==> config.mk <==
export PLATFORM = sky130hd
export DESIGN_NAME = sti_dac_multibank
export DESIGN_NICKNAME = d
export VERILOG_FILES = /design/src/rtl/sti_dac_pkg.sv /design/src/rtl/sti_dac_multibank_oem_bank_writer.sv /design/src/rtl/sti_dac_multibank.sv
export SDC_FILE = /design/constraint.sdc
export NUM_CORES = 1
export LEC_CHECK = 0
export BUFFER_PORTS_ARGS = -buffer_cell sky130_fd_sc_hd__buf_4
export CAP_MARGIN = 20
export CELL_PAD_IN_SITES_DETAIL_PLACEMENT = 0
export CELL_PAD_IN_SITES_GLOBAL_PLACEMENT = 1
export CORE_UTILIZATION = 30
export CTS_CLUSTER_SIZE = 10
export DETAILED_ROUTE_END_ITERATION = 6
export GPL_ROUTABILITY_DRIVEN = 1
export GPL_TIMING_DRIVEN = 0
export PLACE_DENSITY_LB_ADDON = 0.1
export SLEW_MARGIN = 20
export SYNTH_ARGS = -nofsm -noshare
export SYNTH_HDL_FRONTEND = slang
export SYNTH_SLANG_ARGS = --single-unit
==> constraint.sdc <==
create_clock -name clk -period 2.7 [get_ports clk]
set_input_delay 0.405 -clock clk [delete_from_list [all_inputs] [get_ports clk]]
set_output_delay 0.405 -clock clk [all_outputs]
set_load 0.01 [all_outputs]
==> src/rtl/sti_dac_pkg.sv <==
// Shared types for the STI DAC: serializer FSM states and frame length codes.
package sti_dac_pkg;

    typedef enum logic [1:0] {
        IDLE  = 2'd0,
        SHIFT = 2'd1,
        PAD   = 2'd2,
        DONE  = 2'd3
    } state_t;

    localparam logic [1:0] LEN_HALF  = 2'd0;
    localparam logic [1:0] LEN_FULL  = 2'd1;
    localparam logic [1:0] LEN_1HALF = 2'd2;
    localparam logic [1:0] LEN_TWO   = 2'd3;

endpackage

==> src/rtl/sti_dac_multibank_oem_bank_writer.sv <==
// Packs the serial stream into words and writes them across odd/even bank pairs,
// zero-filling the remaining memory while pad_en is held.
module oem_bank_writer #(
    parameter int WORD_W    = 8,
    parameter int NBANK     = 4,
    parameter int ADDR_W    = 5,
    parameter int ROW_WORDS = 8
) (
    input  logic              clk,
    input  logic              reset,
    input  logic              bit_in,
    input  logic              bit_vld,
    input  logic              pad_en,
    input  logic              cfg_checker,
    output logic [WORD_W-1:0] oem_dataout,
    output logic [ADDR_W-1:0] oem_addr,
    output logic [NBANK-1:0]  odd_wr,
    output logic [NBANK-1:0]  even_wr,
    output logic              full
);

    localparam int NB_W = $clog2(NBANK);
    localparam int N_W  = NB_W + ADDR_W + 1;
    localparam int BC_W = $clog2(WORD_W);
    localparam int RW_B = $clog2(ROW_WORDS);

    logic [WORD_W-1:0] shreg;
    logic [BC_W-1:0]   bcnt;
    logic [N_W-1:0]    n;
    logic              word_done, wr_en, is_odd;
    logic [WORD_W-1:0] wr_data;
    logic [NB_W-1:0]   bank;

    assign word_done = bit_vld && (bcnt == BC_W'(WORD_W - 1));
    assign wr_en     = !full && (word_done || pad_en);
    assign wr_data   = pad_en ? '0 : {shreg[WORD_W-2:0], bit_in};
    // Checkerboard flips the odd/even choice on every other image row
    assign is_odd    = (n[0] == 1'b0) ^ (cfg_checker & n[RW_B]);
    assign bank      = n[N_W-1:ADDR_W+1];

    always_ff @(posedge clk or posedge reset) begin
        if (reset) begin
            shreg       <= '0;
            bcnt        <= '0;
            n           <= '0;
            full        <= 1'b0;
            oem_dataout <= '0;
            oem_addr    <= '0;
            odd_wr      <= '0;
            even_wr     <= '0;
        end else begin
            odd_wr  <= '0;
            even_wr <= '0;
            if (bit_vld) begin
                shreg <= {shreg[WORD_W-2:0], bit_in};
                bcnt  <= word_done ? '0 : bcnt + 1'b1;
            end
            if (wr_en) begin
                oem_dataout <= wr_data;
                oem_addr    <= n[ADDR_W:1];
                if (is_odd) odd_wr  <= NBANK'(1) << bank;
                else        even_wr <= NBANK'(1) << bank;
                n <= n + 1'b1;
                // n wraps at the top, so fullness is kept as its own flag
                if (n == '1) full <= 1'b1;
            end
        end
    end

endmodule

==> src/rtl/sti_dac_multibank.sv <==
// Frame builder and serializer; the serial stream feeds the bank writer which fills memory.
module sti_dac_multibank
    import sti_dac_pkg::*;
#(
    parameter int PI_W      = 16,
    parameter int WORD_W    = 8,
    parameter int NBANK     = 4,
    parameter int ADDR_W    = 5,
    parameter int ROW_WORDS = 8
) (
    input  logic              clk,
    input  logic              reset,
    input  logic              load,
    input  logic [PI_W-1:0]   pi_data,
    input  logic [1:0]        pi_length,
    input  logic              pi_fill,
    input  logic              pi_msb,
    input  logic              pi_low,
    input  logic              pi_end,
    input  logic              cfg_checker,
    output logic              busy,
    output logic              so_data,
    output logic              so_valid,
    output logic [WORD_W-1:0] oem_dataout,
    output logic [ADDR_W-1:0] oem_addr,
    output logic [NBANK-1:0]  odd_wr,
    output logic [NBANK-1:0]  even_wr,
    output logic              oem_finish
);

    localparam int FW = 2 * PI_W;
    localparam int LW = $clog2(FW + 1);

    state_t          state;
    logic [FW-1:0]   sreg, frame, fj;
    logic [LW-1:0]   cnt, flen;
    logic            msb_q, end_q, mem_full;

    // Frame is built right-justified; MSB-first frames are then moved to the top
    // so both orders shift out of a fixed end of sreg.
    always_comb begin
        frame = '0;
        flen  = LW'(PI_W);
        case (pi_length)
            LEN_HALF: begin
                flen = LW'(PI_W / 2);
                frame[PI_W/2-1:0] = pi_low ? pi_data[PI_W-1:PI_W/2] : pi_data[PI_W/2-1:0];
            end
            LEN_FULL: frame[PI_W-1:0] = pi_data;
            LEN_1HALF: begin
                flen  = LW'(3 * PI_W / 2);
                frame = pi_fill ? FW'(pi_data) << (PI_W / 2) : FW'(pi_data);
            end
            default: begin
                flen  = LW'(FW);
                frame = pi_fill ? FW'(pi_data) << PI_W : FW'(pi_data);
            end
        endcase
        fj = pi_msb ? frame << (LW'(FW) - flen) : frame;
    end

    always_ff @(posedge clk or posedge reset) begin
        if (reset) begin
            state      <= IDLE;
            busy       <= 1'b0;
            so_data    <= 1'b0;
            so_valid   <= 1'b0;
            sreg       <= '0;
            cnt        <= '0;
            msb_q      <= 1'b0;
            end_q      <= 1'b0;
            oem_finish <= 1'b0;
        end else begin
            case (state)
                IDLE: begin
                    if (load) begin
                        state    <= SHIFT;
                        busy     <= 1'b1;
                        so_valid <= 1'b1;
                        so_data  <= pi_msb ? fj[FW-1] : fj[0];
                        sreg     <= pi_msb ? fj << 1 : fj >> 1;
                        cnt      <= flen - LW'(1);
                        msb_q    <= pi_msb;
                        end_q    <= pi_end;
                    end else if (pi_end) begin
                        busy <= 1'b1;
                        if (mem_full) begin
                            state      <= DONE;
                            oem_finish <= 1'b1;
                        end else begin
                            state <= PAD;
                        end
                    end
                end
                SHIFT: begin
                    if (cnt == '0) begin
                        so_valid <= 1'b0;
                        so_data  <= 1'b0;
                        if (end_q) begin
                            state <= PAD;
                        end else begin
                            state <= IDLE;
                            busy  <= 1'b0;
                        end
                    end else begin
                        so_data <= msb_q ? sreg[FW-1] : sreg[0];
                        sreg    <= msb_q ? sreg << 1 : sreg >> 1;
                        cnt     <= cnt - LW'(1);
                    end
                end
                PAD: begin
                    if (mem_full) begin
                        state      <= DONE;
                        oem_finish <= 1'b1;
                    end
                end
                default: ;
            endcase
        end
    end

    oem_bank_writer #(
        .WORD_W   (WORD_W),
        .NBANK    (NBANK),
        .ADDR_W   (ADDR_W),
        .ROW_WORDS(ROW_WORDS)
    ) u_writer (
        .clk        (clk),
        .reset      (reset),
        .bit_in     (so_data),
        .bit_vld    (so_valid),
        .pad_en     (state == PAD),
        .cfg_checker(cfg_checker),
        .oem_dataout(oem_dataout),
        .oem_addr   (oem_addr),
        .odd_wr     (odd_wr),
        .even_wr    (even_wr),
        .full       (mem_full)
    );

endmodule

==> impl_metrics.ini <==
[critical_path]
r2r_setup_slack_ps = 280
worstSetupPathType = reg -> reg
crit_path_max_fanout = 19
cp.arrival_ps = 2690
critical_path_required_ps = 2970
setup.worst_path.end_class = flip-flop
worst_r2r_startpoint = state[1]$_DFFE_PP0P_
cp-start-kind = flip-flop
reg2reg_to = sreg[29]$_DFFE_PP0P_
reg2reg_path_depth = 8

[clock_tree]
postCtsSetupBuffers = 0
cts-buffers-inserted = 9
htree_num_levels = 3
cts_root_buf = sky130_fd_sc_hd__clkbuf_16
max-clock-path-buffers = 2
cts_tree = yes
holdBufCountCts = 0
cts.clk_slew.worst_paths_ps = 80
tritoncts_num_sinks = 86
worstSkewPairLatency_ps = 360

[sta]
achievable-frequency_mhz = 413
postLayoutSetupSlackWorst_ps = 281
timing.slew.headroom_pct = 46.0
setup_viol = 0
hold_viol_final = 0
grt_setup_unrepaired = no
fin_setup_tns_ps = 0
clock-skew-final_ps = 10.4
maxSlewViolCount = 0
worst_slew_pin_slew_ps = 807
min_period_over_period_pct = 89.6
timing.final.crit_period_ps = 2420

[detailed_routing]
route.vias.total = 5547
vias_per_cell = 5.82
ant_nets = 0
detail_route.drc_violations = 12
post_drt_wl_per_cell_um = 21.8
wirelength_mm = 20.8
firstDrtPassIters = 7
drt_iter0_markers = 491

[synthesis]
ys_top_cells_by_area = sky130_fd_sc_hd__dfrtp_1 38%, sky130_fd_sc_hd__nand2_1 6.7%, sky130_fd_sc_hd__a21oi_1 5.4%
number_of_enable_flip_flop_cells_after_synthesis = 0
synth.distinct_cells = 65
synth.yosys.warnings = 0
synth-seq-area-share_pct = 38.4
ys_async_sr_fraction_pct = 100
syn-instance-count = 659
synth_seq_cells = 86
synth_compound_gate_area_share_pct = 24.1
mappedNetlistNets = 696
synth_simple_gate_area_share_pct = 19.3
yosys.area_share.xor_xnor_pct = 1.41
synth-main-ff-cell = sky130_fd_sc_hd__dfrtp_1
portion_of_netlist_area_occupied_by_mux_cells_pct = 8.97
netlist_area_mm2 = 0.00561
synth_top_family_by_area = compound AO/OA/AOI/OAI gates
netlist.top_cell.by_area = sky130_fd_sc_hd__dfrtp_1
synth.avg_cell_area_um2 = 8.51
synth-adder-area-share_pct = 2.45
yosys.area.top_type_share_pct = 38.4

[grt]
grt_start_max_net_pins = 61
groute.usage.overall_pct = 22.1
antenna_violations_before_repair = 0
grt_pass1_vias = 5375
overflow = 0
first_pass_grt_wire_length_mm = 32.3

[cells_and_area]
multi_input_area_mm2 = 0.00316
nets = 756
post-route-cell-area_mm2 = 0.00660
drive_above_1_share_pct = 17.8
fillers = 1888
area.growth.synth_to_final_pct = 17.7
finalCoreUtilization_pct = 36.4
seq_area_mm2 = 0.00215
antenna_cells = 0

[placement]
routability_cong = 0.927
pre_cts_ws_ps = -257
post_dp_cell_area_mm2 = 0.00629
placement.io_buffers = 49
place_hpwl_mm = 15.2

[floorplan]
fp-row-count = 49
initial_utilization_pct = 30.9
die_h_um = 139
die_area_mm2 = 0.0192
core_area_mm2 = 0.0181
die_w_um = 139
ioPinCount = 51

[flow_run]
cap_violations = 0

[power_and_ir_drop]
static-leakage-power_nw = 2.81
power.density_cell_area_mw_per_mm2 = 468
peakVddDrop_v = 0.000315

[status]
violations_in_the_final_reports = DRC
run_status = finished with violations

[hold_path]
hold_path_class = in -> async
==> logic make-up after synthesis <==
kind of cell,after synthesis
AO/OA/AOI/OAI,203
buffers and inverters,63
multiplexers,48
XOR/XNOR,9
flip-flops,86
adder cells (fa/ha/maj),11
AND/OR/NAND/NOR,239
==> worst max-delay path by stage <==
stage / startpoint / end / slack (ps) / cells after the start
finish: state[1]$_DFFE_PP0P_ / sreg[29]$_DFFE_PP0P_ / 280 / 8
global placement: reset / sreg[15]$_DFFE_PP0P_ / -1190 / 2
detailed placement: state[1]$_DFFE_PP0P_ / cnt[4]$_DFFE_PP0P_ / -260 / 10
global route: state[1]$_DFFE_PP0P_ / sreg[17]$_DFFE_PP0P_ / 130 / 8
CTS: state[1]$_DFFE_PP0P_ / cnt[4]$_DFFE_PP0P_ / 260 / 9
floorplan: reset / busy$_DFFE_PP0P_ / 70 / 1
==> state kept, by name, summed over array words and instances, names as in the netlist <==
register / count
msb_q: 1
so_data: 1
end_q: 1
state: 2
u_writer.oem_addr: 5
u_writer.full: 1
busy: 1
u_writer.odd_wr: 4
sreg: 32
u_writer.even_wr: 4
cnt: 6
u_writer.shreg: 7
u_writer.bcnt: 3
oem_finish: 1
u_writer.oem_dataout: 8
so_valid: 1
u_writer.n: 8
==> critical path: stages, from the launching register on <==
cell	delay [ps]
sky130_fd_sc_hd__dfrtp_1	350
sky130_fd_sc_hd__inv_1	80
sky130_fd_sc_hd__ha_1	200
sky130_fd_sc_hd__buf_2	250
sky130_fd_sc_hd__nor2b_1	460
sky130_fd_sc_hd__nand3_1	390
sky130_fd_sc_hd__a21oi_1	220
sky130_fd_sc_hd__o221ai_1	200
sky130_fd_sc_hd__o22ai_1	180
==> per-stage QoR <==
step                hold slack (ps)  cells  power, mW
floorplan                       459    659       1.58
global placement                454    937       1.76
detailed placement              380    938       1.77
CTS                            1.07    953       3.11
global route                   14.8    953       3.21
finish                        0.209    953       3.09
==> repair_timing <==
action	in CTS	in global routing
pin swaps	0	0
endpoints found under the setup margin	2	1
resized for setup	1	2
==> cells in the mapped netlist (all sizes together) (3+ instances only) <==
cell type	n
a221o	4
a21o	6
nand3	28
o21ba	3
mux2	18
ha	11
o22ai	7
a21oi	61
xnor2	8
a221oi	8
dfrtp	86
nand3b	7
o2bb2ai	3
a32oi	13
inv	13
a311oi	3
nor2	61
buf	31
o211ai	6
mux2i	30
a2bb2oi	4
nor2b	12
or2	4
nand2	102
nor3	9
o221ai	7
clkbuf	19
o21ai	36
a31oi	16
a211oi	9
nor4	3
==> layer usage <==
metal	up-vias	GRT usage [%]	part of all wire [%]
li1	2524	-	-
met1	2774	29.2	45
met2	211	36.1	46
met3	38	3.94	6.1
met4	0	8.60	3.0
met5	-	0	0
==> where the power goes <==
group | internal, mW | total, mW | switching (mW)
Clock | 0.734 | 1.34 | 0.604
Combinational | 0.138 | 0.432 | 0.294
Sequential | 1.30 | 1.32 | 0.0163
Total | 2.18 | 3.09 | 0.914
==> final cells by class <==
class	count	area share [%]
Buffer	49	3.79
Clock buffer	9	3.41
Clock inverter	7	1.21
Inverter	13	0.815
Multi-Input combinational cell	510	47.8
Sequential cell	86	32.6
Tap cell	229	4.34
Timing Repair Buffer	50	5.99
==> cell usage in the layout (no fill, tap or decap), drive strengths merged, types with 4 or more instances in the layout <==
cell type	Yosys	routed
a221oi	8	8
a221o	4	4
a31oi	16	16
nor2b	12	12
dfrtp	86	86
o21ai	36	36
a32oi	13	13
buf	31	81
nand3	28	28
a21o	6	6
a21oi	61	61
nand2	102	102
inv	13	17
a211oi	9	9
nor2	61	61
mux2	18	18
o22ai	7	7
a2bb2oi	4	4
ha	11	11
mux2i	30	30
o211ai	6	6
o221ai	7	7
clkbuf	19	27
or2	4	4
xnor2	8	8
nor3	9	9
nand3b	7	7
(Power assumes the default switching activity.)
